===== config.mk =====
export PLATFORM = sky130hd
export DESIGN_NAME = data_sram_if
export DESIGN_NICKNAME = d
export VERILOG_FILES = /design/src/rtl/cqu_mips_pkg.sv /design/src/rtl/data_sram_if_load_align.sv /design/src/rtl/data_sram_if.sv
export SDC_FILE = /design/constraint.sdc
export NUM_CORES = 1
export LEC_CHECK = 0
export CORE_UTILIZATION = 30
export CTS_CLUSTER_DIAMETER = 60
export CTS_CLUSTER_SIZE = 16
export DETAILED_ROUTE_END_ITERATION = 7
export SETUP_SLACK_MARGIN = 0.2
export SLEW_MARGIN = 30
export SYNTH_ARGS = -nofsm -noshare
export SYNTH_HDL_FRONTEND = slang
export SYNTH_SLANG_ARGS = --single-unit
export TNS_END_PERCENT = 1

===== constraint.sdc =====
create_clock -name clk -period 1.9 [get_ports clk]
set_input_delay 0.38 -clock clk [delete_from_list [all_inputs] [get_ports clk]]
set_output_delay 0.38 -clock clk [all_outputs]
set_load 0.02 [all_outputs]

===== src/rtl/cqu_mips_pkg.sv =====
// Shared cqu_mips definitions: access-size encodings and the data-side
// memory interface state type.
package cqu_mips_pkg;

  localparam logic [1:0] SIZE_BYTE = 2'b00;
  localparam logic [1:0] SIZE_HALF = 2'b01;
  localparam logic [1:0] SIZE_WORD = 2'b10;

  typedef enum logic [1:0] {
    IDLE = 2'b00,
    REQ  = 2'b01,
    WAIT = 2'b10,
    DONE = 2'b11
  } dsif_state_t;

  // Encoding 11 behaves as a word access everywhere, including on the bus.
  function automatic logic [1:0] norm_size(input logic [1:0] size);
    return (size == 2'b11) ? SIZE_WORD : size;
  endfunction

endpackage


===== src/rtl/data_sram_if_load_align.sv =====
// Load-data lane select and sign/zero extension for the data-side
// memory interface.
module load_align
  import cqu_mips_pkg::*;
#(
  parameter int DATA_W = 32
) (
  input  logic [DATA_W-1:0] i_rdata,
  input  logic [1:0]        i_addr_lo,
  input  logic [1:0]        i_size,
  input  logic              i_sign,
  output logic [DATA_W-1:0] o_data
);

  logic [7:0]  w_lane [4];
  logic [7:0]  w_byte;
  logic [15:0] w_half;

  generate
    for (genvar gi = 0; gi < 4; gi++) begin : g_lane
      assign w_lane[gi] = i_rdata[8*gi +: 8];
    end
  endgenerate

  assign w_byte = w_lane[i_addr_lo];
  assign w_half = i_addr_lo[1] ? {w_lane[3], w_lane[2]} : {w_lane[1], w_lane[0]};

  always_comb begin
    o_data = i_rdata;
    case (i_size)
      SIZE_BYTE: o_data = {{24{i_sign & w_byte[7]}}, w_byte};
      SIZE_HALF: o_data = {{16{i_sign & w_half[15]}}, w_half};
      default:   ;
    endcase
  end

endmodule


===== src/rtl/data_sram_if.sv =====
// Data-side sram-like bus interface for the cqu_mips memory stage.
// Optional misaligned-access trap: define DATA_SRAM_IF_ALIGN_CHECK_EN.
module data_sram_if
  import cqu_mips_pkg::*;
#(
  parameter int DATA_W = 32
) (
  input  logic              clk,
  input  logic              rstn,
  input  logic              mem_read_in,
  input  logic              mem_write_in,
  input  logic [1:0]        mem_size_in,
  input  logic              mem_sign_in,
  input  logic [DATA_W-1:0] mem_addr_in,
  input  logic [DATA_W-1:0] mem_wdata_in,
  input  logic              flush_in,
  input  logic              stage_stall_in,
  output logic [DATA_W-1:0] mem_rdata_out,
  output logic              mem_done_out,
  output logic              mem_stall_out,
`ifdef DATA_SRAM_IF_ALIGN_CHECK_EN
  output logic              addr_err_out,
`endif
  output logic              data_req,
  output logic              data_wr,
  output logic [1:0]        data_size,
  output logic [DATA_W-1:0] data_addr,
  output logic [DATA_W-1:0] data_wdata,
  input  logic [DATA_W-1:0] data_rdata,
  input  logic              data_addr_ok,
  input  logic              data_data_ok
);

  dsif_state_t       r_state;
  logic              r_discard;
  logic              r_req;
  logic              r_wr;
  logic              r_done;
  logic              r_sign;
  logic [1:0]        r_size;
  logic [DATA_W-1:0] r_addr;
  logic [DATA_W-1:0] r_wdata;
  logic [DATA_W-1:0] r_rdata;

  logic              w_valid;
  logic [1:0]        w_size;
  logic [DATA_W-1:0] w_wdata_lanes;
  logic [DATA_W-1:0] w_load;

  assign w_valid = (mem_read_in | mem_write_in) & ~flush_in;
  assign w_size  = norm_size(mem_size_in);

  always_comb begin
    w_wdata_lanes = mem_wdata_in;
    case (w_size)
      SIZE_BYTE: w_wdata_lanes = {4{mem_wdata_in[7:0]}};
      SIZE_HALF: w_wdata_lanes = {2{mem_wdata_in[15:0]}};
      default:   ;
    endcase
  end

`ifdef DATA_SRAM_IF_ALIGN_CHECK_EN
  logic r_err;
  logic w_misaligned;

  assign w_misaligned = ((w_size == SIZE_HALF) & mem_addr_in[0]) |
                        ((w_size == SIZE_WORD) & (mem_addr_in[1:0] != 2'b00));
  assign addr_err_out = r_err;
`endif

  // Extension uses the size/address/sign latched at issue, not the live inputs.
  load_align #(.DATA_W(DATA_W)) u_load_align (
    .i_rdata   (data_rdata),
    .i_addr_lo (r_addr[1:0]),
    .i_size    (r_size),
    .i_sign    (r_sign),
    .o_data    (w_load)
  );

  always_ff @(posedge clk) begin
    if (rstn) begin
      r_state   <= IDLE;
      r_discard <= 1'b0;
      r_req     <= 1'b0;
      r_wr      <= 1'b0;
      r_done    <= 1'b0;
      r_sign    <= 1'b0;
      r_size    <= 2'b00;
      r_addr    <= '0;
      r_wdata   <= '0;
      r_rdata   <= '0;
`ifdef DATA_SRAM_IF_ALIGN_CHECK_EN
      r_err     <= 1'b0;
`endif
    end else begin
      case (r_state)
        IDLE: begin
          if (w_valid) begin
            r_wr      <= mem_write_in;
            r_size    <= w_size;
            r_sign    <= mem_sign_in;
            r_addr    <= mem_addr_in;
            r_wdata   <= w_wdata_lanes;
            r_discard <= 1'b0;
`ifdef DATA_SRAM_IF_ALIGN_CHECK_EN
            if (w_misaligned) begin
              r_state <= DONE;
              r_done  <= 1'b1;
              r_err   <= 1'b1;
              r_rdata <= '0;
            end else begin
              r_state <= REQ;
              r_req   <= 1'b1;
            end
`else
            r_state <= REQ;
            r_req   <= 1'b1;
`endif
          end
        end
        REQ: begin
          // A flushed request stays on the bus until accepted, then drains.
          if (flush_in) r_discard <= 1'b1;
          if (data_addr_ok) begin
            r_req   <= 1'b0;
            r_state <= WAIT;
          end
        end
        WAIT: begin
          if (flush_in) r_discard <= 1'b1;
          if (data_data_ok) begin
            if (r_discard | flush_in) begin
              r_state   <= IDLE;
              r_discard <= 1'b0;
            end else begin
              r_state <= DONE;
              r_done  <= 1'b1;
              r_rdata <= r_wr ? '0 : w_load;
            end
          end
        end
        DONE: begin
          if (flush_in | ~stage_stall_in) begin
            r_state <= IDLE;
            r_done  <= 1'b0;
`ifdef DATA_SRAM_IF_ALIGN_CHECK_EN
            r_err   <= 1'b0;
`endif
          end
        end
        default: r_state <= IDLE;
      endcase
    end
  end

  assign mem_stall_out = ((r_state == IDLE) & w_valid) | (r_state == REQ) | (r_state == WAIT);
  assign mem_done_out  = r_done;
  assign mem_rdata_out = r_rdata;
  assign data_req      = r_req;
  assign data_wr       = r_wr;
  assign data_size     = r_size;
  assign data_addr     = r_addr;
  assign data_wdata    = r_wdata;

endmodule


; ---- Yosys cells after proc, flatten, opt, wreduce, memory -nomap -nowiden
; Cells that the tools add are included.
[op_classes]
reduce_logical = 12
mux = 26
n_eq_ne = 11
n_bitwise = 13
n_lt_le_gt_ge = 1
[ops]
columns = cell, count
row1 = $pmux 32 s2, 2
row2 = $mux 32, 1
row3 = $bmux 8 s2, 1
row4 = $mux 16, 1
row5 = $mux 8, 2
row6 = $mux 2, 6
row7 = $ne 2x2->1 const B, 5
row8 = $mux 1, 9
row9 = $pmux 2 s4, 1
row10 = $reduce_and 4->1, 2
row11 = $eq 2x1->1 const B, 3
row12 = $eq 2x2->1 const B, 3
row13 = $logic_not 2->1, 3
row14 = $reduce_and 3->1, 2
row15 = $or 1x1->1, 5
row16 = $and 1x1->1, 4
row17 = $pmux 1 s2, 2
row18 = $reduce_and 2->1, 2
row19 = $reduce_bool 2->1, 2
row20 = $ge 3x3->1 const B, 1
row21 = $not 1->1, 3
row22 = $not 2->3, 1
row23 = $pmux 1 s3, 1
row24 = $reduce_bool 3->1, 1
[word_totals]
ff_bits = 105
elab_cells = 73
input_bits = 107

; ---- Logic depth before layout (Yosys ltp)
; Gate-level depths: netlist (run 1).
[depth]
ltp_word = 7
mapped_depth = 8
mapped_depth_nobuf = 6

; ---- Hierarchy
; From an unflattened synthesis (run 1), not the netlist that was laid out.
[hier_totals]
hier_cells = 613
hier_area_um2 = 4948.5
[modules_own_cells]
columns = mod, instances, cells_per_inst, area_per_inst_um2
row1 = data_sram_if, 1, 520, 4241.6
row2 = load_align, 1, 93, 706.9

; ---- Least setup slack after synthesis (run 1)
; Ideal clock, no wire load.
[synth_path]
path_type = register -> register
start = register r_addr[1], in the netlist data_addr[1]
end = register r_rdata[15], in the netlist mem_rdata_out[15]
setup_ps = 117
stages_incl_launch_ff = 6
arrival_time_ps = 1717
path_buffers = 1
setup_slack_ps = 65
cell_sequence = dfxtp_1 -> buf_6 -> mux2_2 -> a32oi_1 -> nand2_1 -> a32o_1
[synth_via]
elab_chain_cells = 7
elab_cells_between_ends = 8
classes_between = mux: 6 / bitwise: 2
[synth_lines]
columns = item, line_no
row1 = start: declaration, data_sram_if.sv:41  ; logic [DATA_W-1:0] r_addr;
row2 = start signal: assignment, data_sram_if.sv:102  ; r_addr <= mem_addr_in;
row3 = $not 2->3 (implied by the code), data_sram_if_load_align.sv:25  ; assign w_byte = w_lane[i_addr_lo];
row4 = $bmux 8 s2, data_sram_if_load_align.sv:25
row5 = $mux 8 (implied by the code) (2 in a row), data_sram_if_load_align.sv:25
row6 = $and 1x1->1, data_sram_if_load_align.sv:31  ; SIZE_BYTE: o_data = {{24{i_sign & w_byte[7]}}, w_byte};
row7 = $pmux 32 s2 *, data_sram_if_load_align.sv:30  ; case (i_size)
row8 = $mux 32 *, data_sram_if.sv:138  ; r_rdata <= r_wr ? '0 : w_load;
row9 = end signal: assignment, data_sram_if.sv:138
row10 = end: declaration, data_sram_if.sv:43  ; logic [DATA_W-1:0] r_rdata;
; Mark *: on every way between the ends. The rest lies on a longest branch, timed or not. The select of a mux whose other input is x is not followed.
; A chain may end at the register's enable or synchronous reset.

; ---- Worst setup path in the final report (run 1)
[layout_path]
start = input flush_in
end = output mem_stall_out
[layout_via]
elab_chain_cells = 5
[layout_lines]
columns = item, line_no
row1 = start: declaration, data_sram_if.sv:16  ; input logic flush_in,
row2 = $not 1->1, data_sram_if.sv:50  ; assign w_valid = (mem_read_in | mem_write_in) & ~flush_in;
row3 = $and 1x1->1, data_sram_if.sv:50
row4 = $and 1x1->1, data_sram_if.sv:156  ; assign mem_stall_out = ((r_state == IDLE) & w_valid) | (r_state == REQ) | (r_state == WAIT);
row5 = $or 1x1->1 (2 in a row), data_sram_if.sv:156
row6 = end: declaration, data_sram_if.sv:20  ; output logic mem_stall_out,
; Every way passes these cells.

==> results of run 1 <==
power by group through the flow:
stage	logic [uW]	clock network, uW	registers, uW
floorplan	1100	0	3030
global placement	2710	0	2700
detailed placement	2740	0	2720
CTS	2740	1980	2670
global route	3000	2080	2700
finish	2760	1930	2660
placed cells by master, fill, tap and decap left out, drive strengths merged, types with 5 or more instances in the layout:
cell,count
a211oi,9
a21oi,72
a221o,16
a22oi,8
a311oi,10
a32o,16
buf,49
clkbuf,11
clkdlybuf4s50,106
dfxtp,105
dlygate4sd2,45
dlymetal6s2s,55
ha,5
inv,5
mux2,9
mux2i,18
nand2,157
nand2b,10
nor2,31
o21ai,24
sequential cells by signal (all words and copies together), names as in the netlist:
register / count
data_wr: 1
data_addr: 32
data_wdata: 32
mem_done_out: 1
r_sign: 1
r_discard: 1
data_size: 2
data_req: 1
mem_rdata_out: 32
r_state: 2
area by class of cell:
| cell class | count | area, um2 | area share (%) |
|---|---|---|---|
| clock buffers | 11 | 243 | 3.15 |
| flip-flops and latches | 105 | 2110 | 27.3 |
| repair buffers | 255 | 2610 | 33.9 |
| inverters | 4 | 15.0 | 0.195 |
| multi-input cells | 404 | 2430 | 31.6 |
| clock inverters | 5 | 62.6 | 0.812 |
| well taps | 188 | 235 | 3.05 |
path summary, 6_finish.rpt:
| kind | start | endpoint | slack, ns | depth (start not counted) |
|---|---|---|---|---|
| setup / recovery | flush_in | mem_stall_out | -0.05 | 5 |
| hold / removal | mem_write_in | data_wr | 0.36 | 3 |
| setup reg to reg | r_state[0] | mem_rdata_out[27] | 0.04 | 10 |
| hold reg to reg | data_addr[3] | data_addr[3] | 0.45 | 2 |
worst reg2reg max path, stage by stage (launching register included):
cell and delay [ns]:
dfxtp_2 0.33, inv_2 0.08, buf_6 0.11, ha_4 0.14, buf_6 0.11, nand2_4 0.04, nor4b_4 0.23, buf_4 0.17
nor4bb_4 0.30, buf_6 0.19, a221o_1 0.11
cell families after synthesis:
kind of cell	after synthesis	synth area share [%]
mux	27	6.08
compound gates	163	23.5
simple gates	209	18.8
buf+inv	52	4.81
fa+ha+maj	5	1.35
flops	105	45.4
stage by stage:
step / cells / setup TNS (ns)
after floorplan: 561 / 0
after global placement: 951 / -20.49
after detailed placement: 951 / -27.59
after CTS: 968 / -0.0170
after global routing: 972 / -0.323
final: 972 / -0.0548
what timing repair did:
| item | 4_1_cts | 5_1_grt |
|---|---|---|
| pin swaps | 6 | 7 |
| resized for setup | 69 | 67 |
| buffers inserted | 0 | 4 |
| hold endpoints to repair | 0 | 0 |
| endpoints found under the setup margin | 148 | 157 |
| gates cloned | 1 | 0 |
routing by layer:
layer / global-route usage [%] / vias up / routed length [um]
met1: 21.9 / 2275 / 6320
met4: 7.44 / 0 / 280
met2: 33.1 / 181 / 7520
met3: 6.92 / 21 / 1490
met5: 0 / - / 0
li1: - / 2408 / -
==> qor.yml, run 1 <==
n_antenna_cell: 0
io_buffer_count: 208
place_congestion: 0.844
synth_top_area_share_pct: 45.4
dieArea_um2: 15900
power_frac_seq_pct: 36.1
place_area_um2: 7170
post-place-ws_ns: -0.495
core_area_um2: 15100
die_w_um: 126
synth_seq_area_share_pct: 45.4
setup_viol: 1
hold_ws_ns: 0.362
clock_path_buffers: 2
outcome: "complete, but fails checks"
cp-end-kind: "output port"
tightest_slew_ns: 0.642
cts-root-buf: "clkbuf_16"
clk_pin_slew_worst_paths_ns: 0.08
synthFlopType: "dfxtp_1"
drive_above_1_share_pct: 12.8
violations: "negative setup slack"
drv_slew: 0
drtIter0Drc: 215
power.total_uw: 7360
post_drt_wl_per_cell_um: 16.1
yosys.cell_types.count: 40
insertion_delay_ns: 0.35
grt_max_degree: 85
vias_per_cell: 5.03
avgSynthCellArea_um2: 8.25
hold_violations: 0
ios: 209
ir_worst_vdd_mv: 0.540
drt_wl_total_um: 15600
die_y_um: 126
final_util_pct: 50.9
path_class: "in2out"
nets: 891
dr.pass1.iters: 5
cts.sinks: 105
cp_data_arrival_time_ns: 1.57
grt_pass1_wl_um: 24300
vias: 4885
path_delay_family: "buffers and inverters"
start_util_pct: 30.6
switching_power_uw: 2520
synthTopCellsByArea: "dfxtp_1 45%, nand2_1 13%, a21oi_1 7.8%, mux2i_1 3.9%, a221o_1 3.5%"
synth_top_cell_by_area: "dfxtp_1"
synth.most_common_cell: "nand2_1"
grt_overflow_total: 0
intPower_uw: 4840
htree_levels: 3
min_path_type: "in2reg"
worst_slack_ns: -0.0548
synth_edf_count: 0
p_per_area_nw_per_um2: 955
rsz0062_at_grt: "true"
ys_ff_latch: 105
ctsHoldBuffers: 0
power.leakage_uw: 0.00399
rows: 45
dpl.hpwl_um: 11300
final_area_um2: 7700
comb_power_share_pct: 37.6
fin_crit_sh_pct: 103
fin_crit_ns: 1.95
antenna_left: 0
grt_pass1_vias: 4826
cpMaxStageDelayCell: "clkdlybuf4s50_1"
path_cells: "clkdlybuf4s50_1, o21bai_4, nor2_4, or3_4, buf_6"
synthArstFlopShare_pct: 0
cpPeakStageDelay_ns: 0.51
skew_ns: 0.0123
synthTopCellsByCount: "156 x nand2_1, 105 x dfxtp_1, 72 x a21oi_1"
grtUsageTotal_pct: 19.3
startpoint_type: "input pin"
synth_nets: 673
sw_frac_of_total_pct: 34.2
maxCapViolations: 0
fillers: 1427
p_clk_share_pct: 26.3
crit_required_ns: 1.52
cp_max_fo: 2
antenna_found_initial: 0
synthCells: 561
max_freq_mhz: 512
syn_to_final_growth_pct: 66.5
maxSlewHeadroom_pct: 57.2
drc: 0
synth_area_um2: 4630
yosysWarnings: 0
critPathBufInv: 2
cts_tree: "done"
numCtsBuffers: 9
Power figures use the tool's default switching activity.
==> inputs of run 2 (changes only) <==
--- a/config.mk
+++ b/config.mk
@@ -14,4 +14,3 @@
 export SYNTH_ARGS = -nofsm -noshare
 export SYNTH_HDL_FRONTEND = slang
 export SYNTH_SLANG_ARGS = --single-unit
-export TNS_END_PERCENT = 1
==> constraint.sdc (replaced) <==
create_clock -name clk -period 1.8 [get_ports clk]
set_input_delay 0.36 -clock clk [delete_from_list [all_inputs] [get_ports clk]]
set_output_delay 0.36 -clock clk [all_outputs]
set_load 0.02 [all_outputs]
==> run 2 against run 1 <==
  * The flow still finishes with violations (negative setup slack)
  * Sequential power grew 7%
  * Largest power group unchanged
  * Hold slack worse by 0.0023 ns
  * Wire length is 14% higher
==> qor.yml, run 2 (synthesis gave the netlist of run 1 again) <==
outcome: "complete, but fails checks"
violations: "negative setup slack"
grt_overflow_total: 0  # unchanged
vias: 5075  # +3.9%
drt_wl_total_um: 17800  # +14%
n_antenna_cell: 0  # unchanged
path_class: "reg2out"
cts.sinks: 105  # unchanged
antenna_left: 0  # unchanged
io_buffer_count: 208  # unchanged
place_congestion: 0.851  # +0.83%
worst_slack_ns: -0.0548  # +0.0000339 ns
tightest_slew_ns: 0.828  # +0.186 ns
insertion_delay_ns: 0.35  # about the same
rsz0062_at_grt: "true"
syn_to_final_growth_pct: 74.1
clock_path_buffers: 2  # unchanged
drc: 0  # unchanged
fin_crit_sh_pct: 103
power.leakage_uw: 0.00363  # -9.1%
ir_worst_vdd_mv: 0.453  # -16%
r2r_cells: 10  # unchanged
post_drt_wl_per_cell_um: 17.8  # +11%
final_common_cell: "nand2_1"
p_per_area_nw_per_um2: 1000  # +5.1%
power.total_uw: 8090  # +9.9%
cts_tree: "done"
hold_ws_ns: 0.360  # -0.00232 ns
vias_per_cell: 5.06  # +0.68%
maxSlewHeadroom_pct: 44.8  # -12 points
min_path_cells: 3  # unchanged
clk_pin_slew_worst_paths_ns: 0.07  # about the same
dpl.hpwl_um: 11500  # +1.9%
cp_max_fo: 3  # +1
startpoint_type: "flop"
core_area_um2: 15100  # unchanged
maxCapViolations: 0  # unchanged
skew_ns: 0.0114  # -0.000918 ns
drv_slew: 0  # unchanged
nets: 923  # +3.6%
grtUsageTotal_pct: 21.6  # +2.2 points
die_y_um: 126  # unchanged
dieArea_um2: 15900  # unchanged
crit_required_ns: 1.44  # -0.08 ns
start_util_pct: 30.6  # unchanged
final_cell_mix: "148 x nand2_1, 102 x dfxtp_1, 102 x clkdlybuf4s50_1"
die_w_um: 126  # unchanged
fin_crit_ns: 1.85
max_freq_mhz: 539
min_path_type: "in2reg"
cp-end-kind: "output port"
dr.pass1.iters: 4  # -1
ios: 209  # unchanged
drtIter0Drc: 300  # +40%
cp_data_arrival_time_ns: 1.49  # -0.08 ns
hold_violations: 0  # unchanged
drive_above_1_share_pct: 18.9  # +6.1 points
setup_viol: 17  # +16
antenna_found_initial: 0  # unchanged
rows: 45  # unchanged
htree_levels: 3  # unchanged
grt_pass1_wl_um: 26700  # +10%
grt_pass1_vias: 5075  # +5.2%
ctsHoldBuffers: 0  # unchanged
numCtsBuffers: 9  # unchanged
grt_max_degree: 85  # unchanged
cts-root-buf: "clkbuf_16"
run 2: changes by cell type in the layout (fill, tap and decap cells not counted), moves of 7 or more:
cell            previous run  this run
o21ai_2                    0         7
buf_6                      8        16
dlymetal6s2s_1            55         3
o21ai_0                   24        16
dlygate4sd2_1             45        99
buf_4                     34        46
run 2: routing by layer:
| metal | share of wire, % | track usage (%) | vias to the layer above |
|---|---|---|---|
| met2 | 47 | 37.2 | 213 |
| met1 | 41 | 24.1 | 2366 |
| li1 | - | - | 2472 |
| met5 | 0 | 0 | - |
| met3 | 9.2 | 7.35 | 24 |
| met4 | 2.4 | 9.14 | 0 |
run 2: cell type report:
cell class / instances / area (um2)
well taps: 188 / 235
clock inverters: 6 / 51.3
inverters: 4 / 20.0
repair buffers: 286 / 2850
flip-flops and latches: 105 / 2110
clock buffers: 9 / 225
fillers: 1460 / 7090
multi-input cells: 405 / 2560
run 2: what timing repair did:
item                       CTS  global route
buffers inserted            12             6
gates resized for setup    158            39
setup endpoints to repair  204           108
pin swaps                   11            19
gates cloned                 4             6
run 2: worst paths after layout:
path / from / to / slack (ns)
min reg2reg: data_addr[2] / data_addr[2] / 0.45
max: r_state[0] / mem_stall_out / -0.05
max reg2reg: r_state[1] / mem_rdata_out[31] / -0.02
min: mem_write_in / data_wr / 0.36
run 2: where the power goes:
part           internal, uW  switching, uW
clock network           951            932
logic                  1600           1770
registers              2640            196
run 2: per-stage QoR:
stage | utilization [%] | setup TNS, ns | instance area (um2) | instances | setup WS [ns]
after floorplan | - | 0 | 4680 | 561 | 0.147
after CTS | 50.9 | -0.535 | 7710 | 991 | -0.0779
after detailed placement | 47.9 | -34.52 | 7250 | 960 | -0.492
after global placement | 47.9 | -28.57 | 7250 | 960 | -0.467
final | 53.2 | -0.318 | 8060 | 1003 | -0.0548
after global routing | 53.2 | -2.48 | 8060 | 1003 | -0.140
run 2: worst max-delay path: stages (launching register included):
cell and delay, ns:
dfxtp_4 0.37, inv_4 0.05, ha_4 0.16, inv_4 0.06, nor2_4 0.04, or3_4 0.33
buf_6 0.14
